`config.mk`:
```
export PLATFORM = sky130hd
export DESIGN_NAME = imm_alu_sequencer
export DESIGN_NICKNAME = d
export VERILOG_FILES = /design/src/rtl/imm_alu_sequencer.sv
export SDC_FILE = /design/constraint.sdc
export NUM_CORES = 1
export LEC_CHECK = 0
export ABC_AREA = 1
export CAP_MARGIN = 40
export CORE_MARGIN = 2
export CORE_UTILIZATION = 42
export CTS_BUF_LIST = sky130_fd_sc_hd__clkbuf_4
export DETAILED_ROUTE_END_ITERATION = 12
export PLACE_DENSITY_LB_ADDON = 0.15
export SETUP_SLACK_MARGIN = 0.05
export SLEW_MARGIN = 10
export SYNTH_ARGS = -nofsm -noshare
export SYNTH_HDL_FRONTEND = slang
export SYNTH_SLANG_ARGS = --single-unit
export TNS_END_PERCENT = 20
```
`constraint.sdc`:
```
create_clock -name clk -period 2.25 [get_ports clk]
set_clock_uncertainty 0.05 [all_clocks]
set_input_delay 0.3375 -clock clk [delete_from_list [all_inputs] [get_ports clk]]
set_output_delay 0.3375 -clock clk [all_outputs]
set_load 0.01 [all_outputs]
```
`src/rtl/imm_alu_sequencer.sv`:
```
// Control sequencer for immediate-ALU instructions (addi/andi/ori): optional
// register preload from consecutive memory words, then fetch/execute T0-T5.
module imm_alu_sequencer #(
  parameter int NUM_PRELOAD  = 2,
  parameter int PRELOAD_BASE = 5,
  parameter int RUN_CONT     = 0
) (
  input  logic        clk,
  input  logic        clr,
  input  logic        start,
  input  logic        preload_en,
  input  logic        run,
  input  logic [4:0]  ir_opcode,
  output logic        PC_out,
  output logic        MAR_rd,
  output logic        MDR_rd,
  output logic        MDR_out,
  output logic        Read,
  output logic        IncPC,
  output logic        IR_rd,
  output logic        Y_rd,
  output logic        Zlo_rd,
  output logic        Zlo_out,
  output logic        PC_rd,
  output logic        Gra,
  output logic        Grb,
  output logic        BAout,
  output logic        R_out,
  output logic        C_out,
  output logic        Rin,
  output logic [15:0] R_rd,
  output logic [4:0]  op_sel,
  output logic        busy,
  output logic        done,
  output logic        illegal
);

  typedef enum logic [3:0] {
    S_IDLE, S_LA, S_LB, S_LC, S_T0, S_T1, S_T2, S_T3, S_T4, S_T5, S_ILL
  } state_t;

  localparam int LAST_K = (NUM_PRELOAD > 0) ? NUM_PRELOAD - 1 : 0;
  localparam logic [2:0] LAST_K3 = 3'(LAST_K);

  state_t     state_reg, state_next;
  logic [2:0] k_reg, k_next;
  logic [4:0] alu_op_reg, alu_op_next;
  logic       legal;
  logic [4:0] alu_op_dec;

  always_comb begin
    legal      = 1'b1;
    alu_op_dec = 5'b00000;
    case (ir_opcode)
      5'b01100: alu_op_dec = 5'b00011;
      5'b01101: alu_op_dec = 5'b00101;
      5'b01110: alu_op_dec = 5'b00110;
      default:  legal = 1'b0;
    endcase
  end

  always_ff @(posedge clk) begin
    if (clr) begin
      state_reg  <= S_IDLE;
      k_reg      <= 3'd0;
      alu_op_reg <= 5'b00000;
    end else begin
      state_reg  <= state_next;
      k_reg      <= k_next;
      alu_op_reg <= alu_op_next;
    end
  end

  always_comb begin
    state_next  = state_reg;
    k_next      = k_reg;
    alu_op_next = alu_op_reg;
    case (state_reg)
      S_IDLE: begin
        k_next = 3'd0;
        if (start) state_next = (preload_en && NUM_PRELOAD > 0) ? S_LA : S_T0;
      end
      S_LA: state_next = S_LB;
      S_LB: state_next = S_LC;
      S_LC: begin
        k_next     = k_reg + 3'd1;
        state_next = (k_reg == LAST_K3) ? S_T0 : S_LA;
      end
      S_T0: state_next = S_T1;
      S_T1: state_next = S_T2;
      S_T2: state_next = S_T3;
      S_T3: begin
        alu_op_next = alu_op_dec;
        state_next  = legal ? S_T4 : S_ILL;
      end
      S_T4: state_next = S_T5;
      S_T5: state_next = (RUN_CONT != 0 && run) ? S_T0 : S_IDLE;
      default: state_next = S_IDLE;
    endcase
  end

  always_comb begin
    PC_out = 1'b0; MAR_rd = 1'b0; MDR_rd = 1'b0; MDR_out = 1'b0;
    Read = 1'b0; IncPC = 1'b0; IR_rd = 1'b0; Y_rd = 1'b0;
    Zlo_rd = 1'b0; Zlo_out = 1'b0; PC_rd = 1'b0; Gra = 1'b0;
    Grb = 1'b0; BAout = 1'b0; R_out = 1'b0; C_out = 1'b0; Rin = 1'b0;
    op_sel = 5'b00000; done = 1'b0; illegal = 1'b0;
    busy = (state_reg != S_IDLE);
    case (state_reg)
      S_LA: begin PC_out = 1'b1; MAR_rd = 1'b1; end
      S_LB: begin Read = 1'b1; MDR_rd = 1'b1; end
      S_LC: begin MDR_out = 1'b1; IncPC = 1'b1; end
      S_T0: begin PC_out = 1'b1; MAR_rd = 1'b1; IncPC = 1'b1; Zlo_rd = 1'b1; end
      S_T1: begin Zlo_out = 1'b1; PC_rd = 1'b1; Read = 1'b1; MDR_rd = 1'b1; end
      S_T2: begin MDR_out = 1'b1; IR_rd = 1'b1; end
      S_T3: if (legal) begin Grb = 1'b1; BAout = 1'b1; R_out = 1'b1; Y_rd = 1'b1; end
      S_T4: begin C_out = 1'b1; Zlo_rd = 1'b1; op_sel = alu_op_reg; end
      S_T5: begin Zlo_out = 1'b1; Gra = 1'b1; Rin = 1'b1; done = 1'b1; end
      S_ILL: illegal = 1'b1;
      default: ;
    endcase
  end

  // One-hot direct load of R[PRELOAD_BASE+k] during the write-back step of preload.
  for (genvar gi = 0; gi < 16; gi++) begin : g_rrd
    assign R_rd[gi] = (state_reg == S_LC) && (PRELOAD_BASE + int'(k_reg) == gi);
  end

endmodule

```
Word level (Yosys, flattened, before mapping):

Cells that the tools add are included.

* bits in registers: 12
* output and inout bits: 41
* input port bits: 10
* logic and storage cells: 84

* equality and inequality tests: 30
* muxes and demuxes: 22
* reductions and logical operators: 27
* add/subtract/negate cells: 2

Operators with widths (count)
* == test 32 x 5 -> 1 bit, second input constant: 7
* == test 32 x 4 -> 1 bit, second input constant: 4
* == test 32 x 3 -> 1 bit, second input constant: 2
* one-hot mux 4 bit (9 select lines): 1
* == test 32 x 2 -> 1 bit, second input constant: 1
* zero test 32 bit: 1
* == test 4 x 3 -> 1 bit, second input constant: 4
* == test 4 bit, second input constant: 4
* logical AND 1 bit: 16
* == test 5 x 4 -> 1 bit, second input constant: 3
* 2-to-1 mux 1 bit: 14
* OR reduction 2 bit: 6
* one-hot mux 3 bit (3 select lines): 1
* == test 4 x 2 -> 1 bit, second input constant: 2
* 2-to-1 mux 3 bit: 2
* one-hot mux 3 bit (2 select lines): 1
* 2-to-1 mux 5 bit: 1
* adder 3 x 3 -> 4 bit, first input constant: 1
* == test 4 x 1 -> 1 bit, second input constant: 1
* zero test 4 bit: 1
* 2-to-1 mux 4 bit: 1
* nonzero test 4 bit: 1
* adder 3 x 1 -> 3 bit, second input constant: 1
* == test 3 x 1 -> 1 bit, second input constant: 1
* 4 further kinds: 4

Depth between registers and ports, before layout:

* word-level depth: 5
* mapped depth: 7
* depth with buffers taken out: 7

Least setup slack after synthesis:

Ideal clock, no wire load.

* path kind: register -> output
* start: register state_reg[2]
* end: output port Grb
* path slack: 0.638 ns
* path buffers: 1
* required time: 1.862 ns
* stages on the path, launching flop included: 6
* arrival: 1.225 ns
* cell sequence: dfxtp_1 -> inv_2 -> nor2_2 -> nand2_2 -> a21oi_1 -> buf_4

* cells in the longest elaborated chain, start to end: 2

Ends and longest elaborated chain
* start, declared: line 45 `state_t state_reg, state_next;`
* start signal, assigned: line 68 `state_reg <= state_next;`
* == test 4 x 3 -> 1 bit
* 2-to-1 mux 1 bit
* end, declared: line 26 `output logic Grb,`

Every way passes these cells.

Worst setup path in the final report:

* start: register state_reg[2]
* end: output port PC_out

* cells in the longest elaborated chain, start to end: 3
* elaborated cells between the ends (all ways): 4
* classes of those cells: eq/ne (2); mux (1); reduce/logical (1)

Ends and longest elaborated chain
* == test 4 x 3 -> 1 bit or == test 4 x 1 -> 1 bit (tied branches): line 109 `case (state_reg)`
* OR reduction 2 bit (no source line) (*)
* 2-to-1 mux 1 bit (*): line 109
* end, declared: line 14 `output logic PC_out,`

Every way passes the cells marked *; elsewhere a longest branch is shown, timed or not.

==> results.md <==
* Worst setup EP type: output port
* Startpoint types: flop
* Post-layout nets at 212
* # IOs at 51
* Root Buffer: clkbuf_4
* GP Congestion at 0.821
* Met3 wire len at 157 um
* Critical Path Sink: PC_out
* Reg2Reg Depth at 5
* Pwr dens at 505 nW/um^2
* Clock H-tree levels at 1
* Power Total at 734 uW
* Peak supply drop at 0.510 mV
* # setup viols final at 0
* Hold/Removal Path Class: reg -> reg
* Slowest cell on the critical path: clkdlybuf4s50_1
* Hold WS at 426 ps
* Max stage delay on crit path at 580 ps
* Final Hold Viols at 0
* Internal power at 436 uW
* Effective utilization at floorplan at 45.1%
* Initial DRC count at 22
* Worst EP required at 1860 ps
* Worst-path cell chain: inv_2 > nor2_2 > nand2_2 > o21ai_1 > clkdlybuf4s50_1
* Overflow after GRT at 0
* Yosys warns at 0
* Die width at 50.4 um
* Largest net degree at the start of global routing at 8
* Sw Share at 40.7%
* Initial antenna violation count at 0
* First-pass GRT wire length at 4.16 mm
* Met1 WL at 1.08 mm
* Hold buffers post-CTS at 0
* Flops & latches, synth at 10
* Number of global-route vias before repair at 961
* Cells after Synth at 148
* HPWL Detailed at 2.05 mm
* MaxCap Viol Count at 0
* R2R Path Start: state_reg[3]$_SDFFE_PP0P_
* Core area at 2000 um^2
* DRT Pass-1 Iters at 4
* Commonest non-fill, non-tap cell in the layout: nor2_1
* Synthesized area at 903 um^2
* Psw at 299 uW
* Worst Path Max Fanout at 4
* Worst hold stages at 2
* Share of cells above drive strength 1 at 18.4%
* Sequential share of the synthesized area at 22.2%
* Synthesized area per cell at 6.10 um^2
* Via count at 1,050
* Setup ws final at 169 ps
* Clock Tree Buf Depth at 2
* Critical Setup Path Class: reg -> out
* Clock period minus worst slack at 2080 ps
* Post-DRT Antenna Nets at 0
* Die area at 2540 um^2
* Met2 routed WL at 1.25 mm
* Remaining DRCs at 0
* Final Core Density at 72.7%
* CTS buffer count at 3
* Comb power frac at 51.4%
* Port Buffers at 47
* Final cell count without fillers at 223
* Synth cell types at 21
* Most frequent cells in the layout: nor2_1 (34), clkdlybuf4s50_1 (27), nand2_1 (24)
* # clock sinks at 10
* Origin of the worst setup path: state_reg[2]$_SDFFE_PP0P_
* P&R area growth vs syn at 61.1%
* Avg WL per Cell at 11.3 um
* Fillers at 163
* Final max-slew violation count at 0
* Final period utilization at 92.5%
* Peak Freq at 480 MHz
* Place WS at -84.5 ps
* TritonCTS clock tree: yes
* Worst r2r dst: k_reg[0]$_SDFFE_PP0P_
* Tot GR Track Use at 20.9%
* Vias per std cell at 4.71
* Routed wire length at 2.52 mm
* Placed cells at 218
* Reg2reg setup slack at 1050 ps
* Max Used Layer: met4
* Worst-skew pair later-pin latency at 270 ps
* Clock-pin slew on the worst setup and hold paths at 70 ps
* Status: completed
* Max reg flops at 4
* Die H at 50.4 um
* Diode count at 0
* CP Data Arrival Time at 1690 ps
* Clock power share at 17.9%
* RSZ-0062 raised after global routing: false
* Site Rows at 16
* Leak at 0.830 nW
* Sequential power share at 30.7%
## per-stage QoR
step	TNS [ps]	area, um^2
3_3_place_gp	-62.9	1370
6_report	0	1460
4_1_cts	0	1420
3_5_place_dp	-315	1370
2_1_floorplan	0	907
5_1_grt	0	1460
## what timing repair did
item                                    CTS  global route
setup buffers                             1             0
gates resized for setup                  16            17
pin swaps                                 1             0
endpoints found under the setup margin   21            18
cloned                                    0             0
## layer usage
layer	GRT usage (%)	vias up
li1	-	543
met1	23.3	464
met2	38.2	39
met3	6.85	4
met4	4.95	0
met5	0	-
## cells by family after synthesis
kind of cell               share of synthesized area (%)
DFF                                                 22.2
adders and majority gates                           6.93
AOI/OAI and AO/OA                                   9.97
and+or+nand+nor                                     42.8
xor gates and xnor gates                           0.970
buffers and inverters                               16.8
other                                              0.415
## power by group through the flow
stage	logic [mW]	clock network (mW)	registers, mW
global route	0.414	0.144	0.229
finish	0.377	0.132	0.226
detailed placement	0.364	0	0.222
floorplan	0.223	0	0.217
global placement	0.358	0	0.219
CTS	0.371	0.133	0.220
## worst max-delay path, delay by kind of cell (launching register included)
family	cells	cell delay, ps
flip-flops	1	390
AO/OA/AOI/OAI	1	130
AND/OR/NAND/NOR	2	260
buffers and inverters	2	650
## cell type report
class / instances / area [um^2] / area share [%]
clock buffers: 3 / 22.5 / 1.55
clock inverters: 1 / 3.75 / 0.258
inverters: 21 / 83.8 / 5.76
multi-input cells: 109 / 574 / 39.5
flip-flops and latches: 10 / 213 / 14.6
well taps: 27 / 33.8 / 2.32
repair buffers: 52 / 524 / 36.0
## how the worst min path moves through the flow
stage	startpoint	endpoint	slack (ps)
floorplan	clr	k_reg[2]$_SDFFE_PP0P_	350
global placement	alu_op_reg[1]$_SDFFE_PP0P_	alu_op_reg[1]$_SDFFE_PP0P_	400
detailed placement	alu_op_reg[0]$_SDFFE_PP0P_	alu_op_reg[0]$_SDFFE_PP0P_	410
CTS	alu_op_reg[0]$_SDFFE_PP0P_	alu_op_reg[0]$_SDFFE_PP0P_	430
global route	alu_op_reg[0]$_SDFFE_PP0P_	alu_op_reg[0]$_SDFFE_PP0P_	450
finish	alu_op_reg[0]$_SDFFE_PP0P_	alu_op_reg[0]$_SDFFE_PP0P_	430
## cells in the mapped netlist (all sizes together)
library cell	count	area (um^2)
a21oi	11	58.8
buf	9	67.6
conb	1	3.75
dfxtp	10	200
ha	5	62.6
inv	21	83.8
nand2	33	151
nand3	10	55.1
nand3b	3	22.5
nor2	38	158
o21ai	5	25.0
o22ai	1	6.26
xor2	1	8.76
(Power assumes the default switching activity.)
